`config.mk`:
```
export PLATFORM = sky130hd
export DESIGN_NAME = mem_arbiter_flat
export DESIGN_NICKNAME = d
export VERILOG_FILES = /design/src/rtl/mem_arbiter_if.sv /design/src/rtl/mem_arbiter.sv /design/src/flat_wrapper.sv
export SDC_FILE = /design/constraint.sdc
export NUM_CORES = 1
export LEC_CHECK = 0
export ABC_CLOCK_PERIOD_IN_PS = 1990
export CAP_MARGIN = 20
export CORE_ASPECT_RATIO = 1.2
export CORE_MARGIN = 8
export CORE_UTILIZATION = 40
export DETAILED_ROUTE_END_ITERATION = 16
export PLACE_DENSITY_LB_ADDON = 0.3
export SETUP_SLACK_MARGIN = 0.2
export SYNTH_ARGS = -nofsm -noshare
export SYNTH_HDL_FRONTEND = slang
export SYNTH_SLANG_ARGS = --single-unit
```
`constraint.sdc`:
```
create_clock -name clk -period 1.99 [get_ports clk]
set_input_delay 0.597 -clock clk [delete_from_list [all_inputs] [get_ports clk]]
set_output_delay 0.597 -clock clk [all_outputs]
set_load 0.05 [all_outputs]
```
`src/rtl/mem_arbiter_if.sv`:
```
// Bus bundle between the two requesters, the memory and the arbiter.
// The arbiter takes the slave view; the requesters and memory take the master view.
interface mem_arbiter_if #(
  parameter int ADDR_W = 8,
  parameter int DATA_W = 16
) ();
  // Requester 0 (fetch / load-store unit)
  logic              m0_req;
  logic              m0_we;
  logic [ADDR_W-1:0] m0_addr;
  logic [DATA_W-1:0] m0_wdata;
  logic              m0_gnt;
  logic              m0_rsp_valid;

  // Requester 1 (debug / DMA loader)
  logic              m1_req;
  logic              m1_we;
  logic [ADDR_W-1:0] m1_addr;
  logic [DATA_W-1:0] m1_wdata;
  logic              m1_gnt;
  logic              m1_rsp_valid;

  // Shared read response
  logic [DATA_W-1:0] rsp_rdata;

  // Memory side
  logic [ADDR_W-1:0] mem_addr;
  logic [DATA_W-1:0] mem_wdata;
  logic              mem_re;
  logic              mem_we;
  logic [DATA_W-1:0] mem_rdata;

  // Status
  logic              busy;

  modport slave (
    input  m0_req, m0_we, m0_addr, m0_wdata,
    input  m1_req, m1_we, m1_addr, m1_wdata,
    input  mem_rdata,
    output m0_gnt, m0_rsp_valid,
    output m1_gnt, m1_rsp_valid,
    output rsp_rdata,
    output mem_addr, mem_wdata, mem_re, mem_we,
    output busy
  );

  modport master (
    output m0_req, m0_we, m0_addr, m0_wdata,
    output m1_req, m1_we, m1_addr, m1_wdata,
    output mem_rdata,
    input  m0_gnt, m0_rsp_valid,
    input  m1_gnt, m1_rsp_valid,
    input  rsp_rdata,
    input  mem_addr, mem_wdata, mem_re, mem_we,
    input  busy
  );
endinterface

```
`src/rtl/mem_arbiter.sv`:
```
// Two-requester round-robin arbiter and sequencer for a single-port
// synchronous memory with a 1-cycle registered read. One access is in
// flight at a time: grant (IDLE) -> ISSUE -> CAPTURE -> response in IDLE,
// giving one access every 3 cycles and a grant-to-response latency of 3.
module mem_arbiter #(
  parameter int ADDR_W = 8,
  parameter int DATA_W = 16
) (
  input  logic         clk,
  input  logic         rst_n,
  mem_arbiter_if.slave bus
);

  typedef enum logic [1:0] {
    S_IDLE    = 2'd0,
    S_ISSUE   = 2'd1,
    S_CAPTURE = 2'd2
  } state_t;

  state_t            r_state;
  state_t            w_state_nxt;

  // Arbitration bookkeeping
  logic              r_last_grant;   // index of the most recently granted requester
  logic              r_owner;        // requester that owns the in-flight access
  logic              r_is_read;      // in-flight access is a read

  // Memory-side registers
  logic [ADDR_W-1:0] r_mem_addr;
  logic [DATA_W-1:0] r_mem_wdata;
  logic              r_mem_re;
  logic              r_mem_we;

  // Response registers
  logic [DATA_W-1:0] r_rsp_rdata;
  logic              r_rsp_valid0;
  logic              r_rsp_valid1;

  // Combinational arbitration / FSM outputs
  logic              w_gnt0;
  logic              w_gnt1;
  logic              w_grant;
  logic              w_gnt_idx;
  logic              w_capture;
  logic              w_busy;

  // Selected request fields of the winning requester
  logic              w_sel_we;
  logic [ADDR_W-1:0] w_sel_addr;
  logic [DATA_W-1:0] w_sel_wdata;

  // Round-robin grant: only in IDLE; on a tie the requester that was not
  // granted last time wins, so two busy requesters alternate.
  always_comb begin
    w_gnt0 = 1'b0;
    w_gnt1 = 1'b0;
    if (r_state == S_IDLE) begin
      w_gnt0 = bus.m0_req & (~bus.m1_req |  r_last_grant);
      w_gnt1 = bus.m1_req & (~bus.m0_req | ~r_last_grant);
    end
  end

  assign w_grant   = w_gnt0 | w_gnt1;
  assign w_gnt_idx = w_gnt1;

  // Mux the winning requester's fields; only meaningful when w_grant is high.
  always_comb begin
    w_sel_we    = bus.m0_we;
    w_sel_addr  = bus.m0_addr;
    w_sel_wdata = bus.m0_wdata;
    if (w_gnt_idx) begin
      w_sel_we    = bus.m1_we;
      w_sel_addr  = bus.m1_addr;
      w_sel_wdata = bus.m1_wdata;
    end
  end

  // FSM state register.
  always_ff @(posedge clk or negedge rst_n) begin
    if (!rst_n) begin
      r_state <= S_IDLE;
    end else begin
      r_state <= w_state_nxt;
    end
  end

  // FSM next state and per-state decodes; only leaving IDLE needs a grant.
  always_comb begin
    w_state_nxt = r_state;
    w_capture   = 1'b0;
    w_busy      = 1'b1;
    case (r_state)
      S_IDLE: begin
        w_busy = 1'b0;
        if (w_grant) begin
          w_state_nxt = S_ISSUE;
        end
      end
      S_ISSUE: begin
        w_state_nxt = S_CAPTURE;
      end
      S_CAPTURE: begin
        w_capture   = 1'b1;
        w_state_nxt = S_IDLE;
      end
      default: begin
        w_busy      = 1'b0;
        w_state_nxt = S_IDLE;
      end
    endcase
  end

  // Arbitration bookkeeping, captured on the grant edge.
  always_ff @(posedge clk or negedge rst_n) begin
    if (!rst_n) begin
      r_last_grant <= 1'b1;
      r_owner      <= 1'b0;
      r_is_read    <= 1'b0;
    end else if (w_grant) begin
      r_last_grant <= w_gnt_idx;
      r_owner      <= w_gnt_idx;
      r_is_read    <= ~w_sel_we;
    end
  end

  // Memory command registers: enables are high only during ISSUE, while
  // address and write data hold their last values between accesses.
  always_ff @(posedge clk or negedge rst_n) begin
    if (!rst_n) begin
      r_mem_addr  <= '0;
      r_mem_wdata <= '0;
      r_mem_re    <= 1'b0;
      r_mem_we    <= 1'b0;
    end else begin
      r_mem_re <= w_grant & ~w_sel_we;
      r_mem_we <= w_grant &  w_sel_we;
      if (w_grant) begin
        r_mem_addr  <= w_sel_addr;
        r_mem_wdata <= w_sel_wdata;
      end
    end
  end

  // Response: capture read data at the end of CAPTURE and pulse the owner's
  // valid for the following (IDLE) cycle; writes leave the read data alone.
  always_ff @(posedge clk or negedge rst_n) begin
    if (!rst_n) begin
      r_rsp_rdata  <= '0;
      r_rsp_valid0 <= 1'b0;
      r_rsp_valid1 <= 1'b0;
    end else begin
      r_rsp_valid0 <= w_capture & ~r_owner;
      r_rsp_valid1 <= w_capture &  r_owner;
      if (w_capture && r_is_read) begin
        r_rsp_rdata <= bus.mem_rdata;
      end
    end
  end

  assign bus.m0_gnt       = w_gnt0;
  assign bus.m1_gnt       = w_gnt1;
  assign bus.m0_rsp_valid = r_rsp_valid0;
  assign bus.m1_rsp_valid = r_rsp_valid1;
  assign bus.rsp_rdata    = r_rsp_rdata;
  assign bus.mem_addr     = r_mem_addr;
  assign bus.mem_wdata    = r_mem_wdata;
  assign bus.mem_re       = r_mem_re;
  assign bus.mem_we       = r_mem_we;
  assign bus.busy         = w_busy;

endmodule

```
`src/flat_wrapper.sv`:
```
// flat-port wrapper written by rule: the top's interface ports become plain ports
module mem_arbiter_flat 
#(
  parameter int ADDR_W = 8,
  parameter int DATA_W = 16
)
  (clk, rst_n, bus_m0_req, bus_m0_we, bus_m0_addr, bus_m0_wdata, bus_m1_req, bus_m1_we, bus_m1_addr, bus_m1_wdata, bus_mem_rdata, bus_m0_gnt, bus_m0_rsp_valid, bus_m1_gnt, bus_m1_rsp_valid, bus_rsp_rdata, bus_mem_addr, bus_mem_wdata, bus_mem_re, bus_mem_we, bus_busy);
  mem_arbiter_if #(.ADDR_W(ADDR_W), .DATA_W(DATA_W)) bus_i ();
  input  logic clk;
  input  logic rst_n;
  input wire logic [$bits(bus_i.m0_req)-1:0] bus_m0_req;
  input wire logic [$bits(bus_i.m0_we)-1:0] bus_m0_we;
  input wire logic [$bits(bus_i.m0_addr)-1:0] bus_m0_addr;
  input wire logic [$bits(bus_i.m0_wdata)-1:0] bus_m0_wdata;
  input wire logic [$bits(bus_i.m1_req)-1:0] bus_m1_req;
  input wire logic [$bits(bus_i.m1_we)-1:0] bus_m1_we;
  input wire logic [$bits(bus_i.m1_addr)-1:0] bus_m1_addr;
  input wire logic [$bits(bus_i.m1_wdata)-1:0] bus_m1_wdata;
  input wire logic [$bits(bus_i.mem_rdata)-1:0] bus_mem_rdata;
  output wire logic [$bits(bus_i.m0_gnt)-1:0] bus_m0_gnt;
  output wire logic [$bits(bus_i.m0_rsp_valid)-1:0] bus_m0_rsp_valid;
  output wire logic [$bits(bus_i.m1_gnt)-1:0] bus_m1_gnt;
  output wire logic [$bits(bus_i.m1_rsp_valid)-1:0] bus_m1_rsp_valid;
  output wire logic [$bits(bus_i.rsp_rdata)-1:0] bus_rsp_rdata;
  output wire logic [$bits(bus_i.mem_addr)-1:0] bus_mem_addr;
  output wire logic [$bits(bus_i.mem_wdata)-1:0] bus_mem_wdata;
  output wire logic [$bits(bus_i.mem_re)-1:0] bus_mem_re;
  output wire logic [$bits(bus_i.mem_we)-1:0] bus_mem_we;
  output wire logic [$bits(bus_i.busy)-1:0] bus_busy;
  assign bus_i.m0_req = bus_m0_req;
  assign bus_i.m0_we = bus_m0_we;
  assign bus_i.m0_addr = bus_m0_addr;
  assign bus_i.m0_wdata = bus_m0_wdata;
  assign bus_i.m1_req = bus_m1_req;
  assign bus_i.m1_we = bus_m1_we;
  assign bus_i.m1_addr = bus_m1_addr;
  assign bus_i.m1_wdata = bus_m1_wdata;
  assign bus_i.mem_rdata = bus_mem_rdata;
  assign bus_m0_gnt = bus_i.m0_gnt;
  assign bus_m0_rsp_valid = bus_i.m0_rsp_valid;
  assign bus_m1_gnt = bus_i.m1_gnt;
  assign bus_m1_rsp_valid = bus_i.m1_rsp_valid;
  assign bus_rsp_rdata = bus_i.rsp_rdata;
  assign bus_mem_addr = bus_i.mem_addr;
  assign bus_mem_wdata = bus_i.mem_wdata;
  assign bus_mem_re = bus_i.mem_re;
  assign bus_mem_we = bus_i.mem_we;
  assign bus_busy = bus_i.busy;
  mem_arbiter #(.ADDR_W(ADDR_W), .DATA_W(DATA_W)) u_core (.clk(clk), .rst_n(rst_n), .bus(bus_i));
endmodule
```
==> results.py <==
metrics = {
    "routing": {
        "routed_wl_um": 7003,
        "vias": 2134,
        "drt_iter0_drc": 88,
        "avgRoutedWirePerCell_um": 17.51,
        "vias_per_cell": 5.335,
        "drcViolationCount": 0,
        "firstDrtPassIters": 4,
        "antenna_left": 0,
    },
    "timing": {
        "fin_skew_ps": 9.904,
        "hold_viol_final": 0,
        "fin_crit_sh": 0.9560,
        "hold_slack_ps": 237.9,
        "worstMarginPinSlew_ps": 465.0,
        "drv_slew": 0,
        "min_period_ps": 1902,
        "maxSlewHeadroom": 0.6900,
        "max_freq_mhz": 525.6,
        "rsz0062_at_grt": "yes",
        "finalSetupViolCount": 0,
    },
    "yosys": {
        "yosys.area.top_type": "dfrtp_1",
        "avgSynthCellArea_um2": 10.88,
        "netlist_area_mm2": 0.002306,
        "synthCells": 212,
        "yosys.cell_types.count": 26,
        "synth-edff-count": 0,
        "yosysSeqAreaShare": 0.5323,
        "yosys_warnings": 0,
        "async_flop_share": 1.000,
        "synth_fp_nets": 286,
        "synth_top_area_frac": 0.5209,
        "postSynthRegisterBits": 49,
        "synth-main-ff-cell": "dfrtp_1",
        "ys_top_cells_by_area": "dfrtp_1, o2111ai_1, mux2_2, a31oi_1, o21ai_1",
    },
    "global_route": {
        "grt_start_max_net_pins": 32,
        "grt_pass1_wl_um": 11410,
        "grt_pass1_vias": 2318,
        "overflow": 0,
        "antenna_found_initial": 0,
        "grtUsageTotal": 0.1681,
    },
    "floorplanning": {
        "die_area_mm2": 0.008461,
        "die_h_um": 99.18,
        "start_util": 0.4096,
        "num_io_pins": 117,
        "rows": 30,
        "chipWidth_um": 85.31,
        "core-area_mm2": 0.005630,
    },
    "placement": {
        "gp_congestion": 0.8086,
        "dpl.hpwl_um": 5324,
        "port_buffers": 116,
        "dp_cells": 386,
    },
    "clocking": {
        "clkLatencyLatePin_ps": 290,
        "cts_buffers": 5,
        "path_clk_slew_ps": 90,
        "ctsHtreeMaxLevel": 2,
        "cts.root.buffer_cell": "clkbuf_8",
        "cts_buffer_depth": 2,
        "hold_buffers": 0,
        "cts.sinks": 49,
        "cts_tree": "done",
    },
    "setup_path": {
        "critPathKind": "primary input to output port",
        "r2r-start": "u_core.r_state[1]",
        "start_kind": "primary input",
        "critPathRequiredTime_ps": 1390,
        "cp-startpoint": "bus_m0_req",
        "worstRegToRegCells": 8,
        "critical_path.max_fanout": 3,
        "arrival_ps": 1310,
        "r2r_slack_ps": 280,
        "regToRegEndpoint": "u_core.bus.mem_addr[0]",
        "worstSetupEndpointType": "output port",
    },
    "status": {
        "status": "completed",
    },
    "power": {
        "p_seq_frac": 0.260,
        "p_per_area_mw_per_mm2": 1818,
        "switching_share": 0.5050,
        "power_switching_mw": 3.385,
        "p_int_mw": 3.318,
        "p_comb_frac": 0.656,
        "leakagePower_nw": 1.541,
        "p_clk_frac": 0.084,
        "peakVddDrop_mv": 1.533,
        "power_mw": 6.703,
    },
    "layout": {
        "area_delta_synth_final_pct": 59.90,
        "num_antenna_cells": 0,
        "finalNonFillerCells": 400,
        "nets": 409,
        "layout-drive-gt1-share": 0.3185,
    },
    "job": {
        "maxCapViolCount": 0,
    },
    "worst_hold_path": {
        "hold_path_class": "primary input to asynchronous set/reset pin",
    },
}
==> layer usage <==
metal / track usage / vias to the layer above / share of wire
met3: 0.04868 / 7 / 0.067
met4: 0.04459 / 0 / 0.0083
met2: 0.3024 / 74 / 0.51
met5: 0 / - / 0
li1: - / 1046 / -
met1: 0.1880 / 1007 / 0.41
==> kinds of logic (layout without fill, tap and decap cells) <==
group,after synthesis,in the layout,share of synthesized area
AO/OA/AOI/OAI,81,81,0.2355
flip-flops,49,49,0.5323
multiplexers,18,18,0.08790
buffers and inverters,26,150,0.06185
adder cells (fa/ha/maj),4,4,0.02170
AND/OR/NAND/NOR,34,34,0.06077
==> power by group through the flow <==
stage | registers, mW | logic [mW] | clock network [mW]
after floorplan | 3.28 | 1.44 | 0
after global placement | 1.74 | 4.27 | 0
after detailed placement | 1.77 | 4.33 | 0
after CTS | 1.75 | 4.41 | 0.581
after global routing | 1.80 | 4.67 | 0.617
final | 1.74 | 4.40 | 0.561
==> sequential cells by signal, indices dropped and copies added, names as in the netlist <==
register	flops
u_core.bus.mem_wdata	16
u_core.r_is_read	1
u_core.r_state	2
u_core.bus.m0_rsp_valid	1
u_core.bus.rsp_rdata	16
u_core.r_last_grant	1
u_core.r_owner	1
u_core.bus.mem_re	1
u_core.bus.mem_we	1
u_core.bus.m1_rsp_valid	1
u_core.bus.mem_addr	8
==> what timing repair did <==
item	CTS	global route
endpoints found under the setup margin	2	31
hold endpoints to repair	0	0
pin swaps	3	1
setup buffers	5	1
resized for setup	7	2
==> area by class of cell <==
| cell class | instances | area (um2) |
|---|---|---|
| multi-input cells | 137 | 980.9 |
| repair buffers | 138 | 1301 |
| well taps | 64 | 80.08 |
| fillers | 465 | 1943 |
| clock buffers | 6 | 72.57 |
| flip-flops and latches | 49 | 1227 |
| clock inverters | 2 | 10.01 |
| inverters | 4 | 15.01 |
==> stage by stage <==
stage | util | TNS (ps) | setup WS (ps) | area (um2)
finish | 0.6549 | 0 | 87.50 | 3687
global route | 0.6549 | 0 | 38.08 | 3687
CTS | 0.6522 | 0 | 78.54 | 3672
detailed placement | 0.6287 | -523.1 | -99.09 | 3540
global placement | 0.6287 | -221.3 | -101.4 | 3540
floorplan | - | 0 | 137.8 | 2361
==> cell usage in the layout, fill, tap and decap left out, types with 3 or more instances in the layout <==
cell type        Yosys  final
clkdlybuf4s50_1      0     66
dfrtp_1             48     48
o21ai_0              6      6
o21ai_1             19     19
o2111ai_1           25     25
mux2_2              18     18
buf_12               0      7
clkbuf_8             0      5
buf_4                5     60
ha_1                 4      3
nor2_1              25     24
a31oi_1             24     24
inv_2                1      3
==> Yosys cell counts (2+ instances only) <==
library cell and instances:
a21oi_1 2, a31oi_1 24, and2_1 3, buf_2 9
buf_4 5, buf_6 2, clkbuf_1 6, dfrtp_1 48
ha_1 4, inv_1 2, mux2_2 18, nand2_1 4
nor2_1 25, o2111ai_1 25, o21ai_0 6, o21ai_1 19
==> worst max path at each step <==
stage            endpoint  slack (ps)
2_1_floorplan  bus_m1_gnt         140
3_3_place_gp   bus_m0_gnt        -100
3_5_place_dp   bus_m0_gnt        -100
4_1_cts        bus_m1_gnt          80
5_1_grt        bus_m0_gnt          40
6_report       bus_m1_gnt          90
==> critical path, stage by stage <==
cell and delay [ps]:
dlygate4sd2_1 260, and2_4 150, nor2_4 140, buf_12 150
No activity file was read; power rests on OpenSTA's default activity.
